--- src/rtl/apb_master_pkg.sv ---
// Shared types and constants for the APB master bridge and its address decoder.
package apb_master_pkg;

  typedef enum logic [1:0] {
    ST_IDLE,
    ST_SETUP,
    ST_ACCESS,
    ST_RESP
  } state_t;

  localparam logic [1:0] PSEL_NONE = 2'b00;
  localparam logic [1:0] PSEL_GPIO = 2'b01;
  localparam logic [1:0] PSEL_UART = 2'b10;

  localparam logic [3:0] DEF_GPIO_NIB = 4'h1;
  localparam logic [3:0] DEF_UART_NIB = 4'h2;

endpackage

--- src/rtl/apb_addr_decode.sv ---
// Maps the top address nibble of a request to an APB slave-select code.
module apb_addr_decode
  import apb_master_pkg::*;
#(
  parameter logic [3:0] GPIO_NIB = DEF_GPIO_NIB,
  parameter logic [3:0] UART_NIB = DEF_UART_NIB
) (
  input  logic [3:0] nib,
  output logic [1:0] psel_code,
  output logic       unmapped
);

  always_comb begin
    psel_code = PSEL_NONE;
    if (nib == GPIO_NIB)      psel_code = PSEL_GPIO;
    else if (nib == UART_NIB) psel_code = PSEL_UART;
    unmapped = (psel_code == PSEL_NONE);
  end

endmodule

--- src/rtl/apb_master_bridge.sv ---
// Single-outstanding APB initiator toward the GPIO and UART slaves.
// Define APB_MASTER_TIMEOUT_EN to abort ACCESS phases that wait TIMEOUT_CYCLES without pready.
module apb_master_bridge
  import apb_master_pkg::*;
#(
  parameter logic [3:0]  GPIO_NIB       = DEF_GPIO_NIB,
  parameter logic [3:0]  UART_NIB       = DEF_UART_NIB,
  parameter int unsigned TIMEOUT_CYCLES = 255
) (
  input  logic        clk,
  input  logic        rst,
  input  logic        req_valid,
  output logic        req_ready,
  input  logic        req_write,
  input  logic [31:0] req_addr,
  input  logic [31:0] req_wdata,
  output logic        resp_valid,
  output logic [31:0] resp_rdata,
  output logic        resp_err,
  output logic [31:0] pAdd,
  output logic [31:0] pwData,
  output logic        pwr,
  output logic [1:0]  psel,
  output logic        pen,
  input  logic [31:0] prdata,
  input  logic        pready
);

  localparam int unsigned      CNT_W    = $clog2(TIMEOUT_CYCLES + 1);
  localparam logic [CNT_W-1:0] CNT_LAST = CNT_W'(TIMEOUT_CYCLES - 1);
`ifdef APB_MASTER_TIMEOUT_EN
  localparam bit TIMEOUT_EN = 1'b1;
`else
  localparam bit TIMEOUT_EN = 1'b0;
`endif

  state_t           state, state_nxt;
  logic [1:0]       dec_psel, psel_q;
  logic             dec_unmapped;
  logic             accept, access_done, access_abort;
  logic [CNT_W-1:0] wait_cnt;

  apb_addr_decode #(
    .GPIO_NIB(GPIO_NIB),
    .UART_NIB(UART_NIB)
  ) u_decode (
    .nib      (req_addr[31:28]),
    .psel_code(dec_psel),
    .unmapped (dec_unmapped)
  );

  assign accept      = req_valid && (state == ST_IDLE);
  assign access_done = (state == ST_ACCESS) && pready;
  // pready wins over the limit: abort only fires on a cycle with pready low.
  assign access_abort = TIMEOUT_EN && (state == ST_ACCESS) && !pready && (wait_cnt == CNT_LAST);

  // Counts ACCESS cycles without pready; held at zero outside ACCESS.
  always_ff @(posedge clk) begin
    if (rst || state != ST_ACCESS) wait_cnt <= '0;
    else if (!pready)              wait_cnt <= wait_cnt + CNT_W'(1);
  end

  always_ff @(posedge clk) begin
    if (rst) state <= ST_IDLE;
    else     state <= state_nxt;
  end

  always_comb begin
    // NOTE: default to holding the state so every path assigns state_nxt and no latch is inferred.
    state_nxt = state;
    unique case (state)
      ST_IDLE:   if (accept) state_nxt = dec_unmapped ? ST_RESP : ST_SETUP;
      ST_SETUP:  state_nxt = ST_ACCESS;
      ST_ACCESS: if (access_done || access_abort) state_nxt = ST_RESP;
      ST_RESP:   state_nxt = ST_IDLE;
      default:   state_nxt = ST_IDLE;
    endcase
  end

  always_comb begin
    req_ready  = (state == ST_IDLE);
    resp_valid = (state == ST_RESP);
    pen        = (state == ST_ACCESS);
    psel       = (state == ST_SETUP || state == ST_ACCESS) ? psel_q : PSEL_NONE;
  end

  // Bus address/data persist across transfers; only a mapped accept reloads them.
  always_ff @(posedge clk) begin
    if (rst) begin
      pAdd       <= '0;
      pwData     <= '0;
      pwr        <= 1'b0;
      psel_q     <= PSEL_NONE;
      resp_rdata <= '0;
      resp_err   <= 1'b0;
    end else begin
      if (accept) begin
        if (dec_unmapped) begin
          resp_rdata <= '0;
          resp_err   <= 1'b1;
        end else begin
          pAdd   <= req_addr;
          pwData <= req_wdata;
          pwr    <= req_write;
          psel_q <= dec_psel;
        end
      end
      if (access_done) begin
        resp_rdata <= pwr ? '0 : prdata;
        resp_err   <= 1'b0;
      end else if (access_abort) begin
        resp_rdata <= '0;
        resp_err   <= 1'b1;
      end
    end
  end

endmodule

--- config.mk ---
export PLATFORM = sky130hd
export DESIGN_NAME = apb_master_bridge
export DESIGN_NICKNAME = d
export VERILOG_FILES = /design/src/rtl/apb_master_pkg.sv /design/src/rtl/apb_addr_decode.sv /design/src/rtl/apb_master_bridge.sv
export SDC_FILE = /design/constraint.sdc
export NUM_CORES = 1
export LEC_CHECK = 0
export ABC_CLOCK_PERIOD_IN_PS = 1500
export BUFFER_PORTS_ARGS = -buffer_cell sky130_fd_sc_hd__buf_2
export CAP_MARGIN = 10
export CORE_MARGIN = 3
export CORE_UTILIZATION = 40
export DETAILED_ROUTE_END_ITERATION = 10
export GPL_TIMING_DRIVEN = 0
export PLACE_DENSITY = 0.71
export SLEW_MARGIN = 10
export SYNTH_ARGS = -nofsm -noshare
export SYNTH_HDL_FRONTEND = slang
export SYNTH_SLANG_ARGS = --single-unit
--- constraint.sdc ---
create_clock -name clk -period 1.5 [get_ports clk]
set_input_delay 0.075 -clock clk [delete_from_list [all_inputs] [get_ports clk]]
set_output_delay 0.075 -clock clk [all_outputs]
set_load 0.02 [all_outputs]
==> qor.yml <==
outcome:
  status: "finished, violations left"
  violations: "negative setup slack"
setup_path:
  end_kind: "register"
  cp.arrival_ps: 1860
  critical_path_required_ps: 1800
  r2r_start: "state[0]$_SDFFE_PP0P_"
  worstRegToRegCells: 7
  start_kind: "register"
  worst-path-max-fanout: 10
  ff2ff_setup_slack_ps: -60
  regToRegEndpoint: "resp_rdata[25]$_SDFFE_PP0P_"
  worstSetupPathType: "reg -> reg"
pwr:
  fin_total_pwr_w: 0.00643
  irDropWorstVdd_mv: 0.451
  p_leak_nw: 3.04
  p_per_area_nw_per_um2: 948
job:
  timing.max_cap.violations: 0
place:
  dp_cells: 727
  gp_congestion: 0.702
  dp_hpwl_um: 8480
  place_ws_ps: -280
  numPortBuffers: 202
floorplanning:
  ios: 204
  die_area_um2: 11700
  placementRows: 36
  die_h_um: 108
  core_area_um2: 9950
  die_w_um: 108
  initial_core_util: 0.419
final_layout:
  drive_gt1_frac: 0.364
  areaGrowthSynthToFinish_pct: 62.6
  insertedDiodeCount: 0
  nets: 814
  n_fill_cell: 730
  fin_cells: 847
timing:
  fin_worst_skew_ps: 15.9
  hold_ws_ps: 62.2
  hold_violations: 0
  min_period_ps: 1560
  max_freq_ghz: 0.641
  fin_crit_sh: 1.04
  setup_tns_ps: -2100
  setup_slack_ps: -60.8
  rsz0062_at_grt: "yes"
  slew_violations: 0
  slew_headroom: 0.668
  setup_viol: 82
  worstMarginPinSlew_ps: 499
global_route:
  grt_max_degree: 16
  grt_pass1_wl_um: 20400
  antenna_found_initial: 0
  grt_usage: 0.220
  grt_pass1_vias: 4177
  overflow: 0
clock_tree:
  clockBufferDepth: 2
  path_clk_slew_ps: 90
  clock_sink_count: 102
  cts_max_level: 3
  cts_made_buffers: 9
  cts-root-buf: "clkbuf_8"
  cts_tree: "done"
  clock_latency_ps: 360
logic_synthesis:
  avgSynthCellArea_um2: 10.7
  ys_warn_count: 0
  synth.area.top_cells: "dfxtp_1 49%, nand2b_1 19%, mux2i_1 15%"
  ys_ff_latch: 102
  synth-edff-count: 0
  synth_top_area_share: 0.489
  synthArstFlopShare: 0
  netlist_instances: 392
  yosysUniqueCellTypes: 31
  yosys.area.top_type: "dfxtp_1"
  synth_seq_area_share: 0.489
  synth_area_um2: 4180
  ys.flop_type: "dfxtp_1"
  synth_fp_nets: 496
route:
  vias: 4013
  drc: 0
  drtIter0Drc: 218
  routed_wl_um: 13100
  dr.pass1.iters: 4
  vias_per_cell: 4.74
  wl_per_cell_um: 15.5
  ant_nets: 0
min_path:
  hold_path.class: "in -> reg"
  hold_end: "resp_err$_SDFFE_PP0P_"
  hold_start: "req_valid"
  hold_depth: 3
==> cell type report <==
cell class	count	area, µm²	area share
Clock inverter	3	20.0	0.00295
Timing Repair Buffer	307	2110	0.311
Sequential cell	102	2040	0.301
Multi-Input combinational cell	257	2030	0.299
Tap cell	133	166	0.0245
Inverter	5	18.8	0.00276
Clock buffer	12	155	0.0229
Buffer	28	246	0.0363
==> kinds of logic (layout without fill, tap and decap cells) <==
kind of cell    after synthesis  after routing  synth area share
simple gates                144            144             0.215
flops                       102            102             0.489
mux                          61             61             0.146
compound gates               48             48            0.0956
buf+inv                      33            355            0.0408
fa+ha+maj                     3              3           0.00899
xor+xnor                      1              1           0.00390
==> metal layers <==
| metal | GRT usage | share of wire |
|---|---|---|
| met3 | 0.0812 | 0.10 |
| met2 | 0.392 | 0.48 |
| met4 | 0.0685 | 0.016 |
| met1 | 0.243 | 0.40 |
| met5 | 0 | 0 |
==> worst max-delay path: stages, from the launching register on <==
cell,delay [ps]
dfxtp_2,350
inv_2,50
ha_2,210
a21o_1,210
o31ai_4,250
buf_6,160
buf_8,130
a22o_1,140
==> through the flow <==
step           area, µm²  utilization
2_1_floorplan       4230            -
3_3_place_gp        5410        0.543
3_5_place_dp        5410        0.543
4_1_cts             6630        0.666
5_1_grt             6790        0.682
6_report            6790        0.682
==> worst max-delay path by stage <==
stage	slack, ps	start	endpoint
2_1_floorplan	-50	state[1]$_SDFFE_PP0P_	pAdd[0]$_SDFFE_PP0P_
3_3_place_gp	-220	state[1]$_SDFFE_PP0P_	pAdd[16]$_SDFFE_PP0P_
3_5_place_dp	-280	state[0]$_SDFFE_PP0P_	pAdd[12]$_SDFFE_PP0P_
4_1_cts	-50	state[0]$_SDFFE_PP0P_	resp_rdata[22]$_SDFFE_PP0P_
5_1_grt	-140	state[0]$_SDFFE_PP0P_	pwData[4]$_SDFFE_PP0P_
6_report	-60	state[0]$_SDFFE_PP0P_	resp_rdata[25]$_SDFFE_PP0P_
==> Yosys cell counts (2+ instances only) <==
cell	count
nand4bb_1	2
a22o_1	32
mux2i_1	61
nor3b_1	2
nand2b_1	124
clkbuf_1	18
a31oi_1	4
o21ai_0	4
buf_4	6
and2_1	2
buf_6	3
nand2_1	5
or3_1	2
inv_1	5
dfxtp_1	102
nor3_1	2
ha_1	3
a21oi_1	2
==> flip-flops by register name, indices dropped and copies added (netlist names) <==
register / flops
resp_err: 1
resp_rdata: 32
state: 2
psel_q: 2
pwr: 1
pAdd: 32
pwData: 32
==> cells in the final DEF, fill, tap and decap left out, types with 2 or more instances in the layout <==
cell           count
o21ai_0            4
inv_1              3
clkinvlp_4         2
mux2i_2            2
nand2b_1         124
buf_4              5
dlygate4sd3_1     93
buf_12             7
clkbuf_16          3
buf_6              5
inv_2              2
buf_2            204
clkbuf_1          15
nor3b_2            2
or3_4              2
nand4bb_1          2
a22o_1            32
a31oi_1            4
and2_1             2
dfxtp_2            2
a21oi_1            2
clkbuf_8          12
nand2_1            5
mux2i_1           58
dfxtp_1          100
==> where the power goes <==
part | internal, W | total [W] | switching (W)
clock network | 0.000684 | 0.00158 | 0.000897
registers | 0.00290 | 0.00301 | 0.000111
logic | 0.000921 | 0.00184 | 0.000917
total | 0.00451 | 0.00643 | 0.00192
==> timing repair <==
item                                    in CTS  in global routing
hold buffers                                92                  1
endpoints found under the setup margin      93                 93
gates resized for setup                     20                 13
setup buffers                                6                  2
hold endpoints to repair                    92                  1
pin swaps                                    4                  5
cloned                                       1                  3
Note: power is estimated with default switching activity, not from simulation.
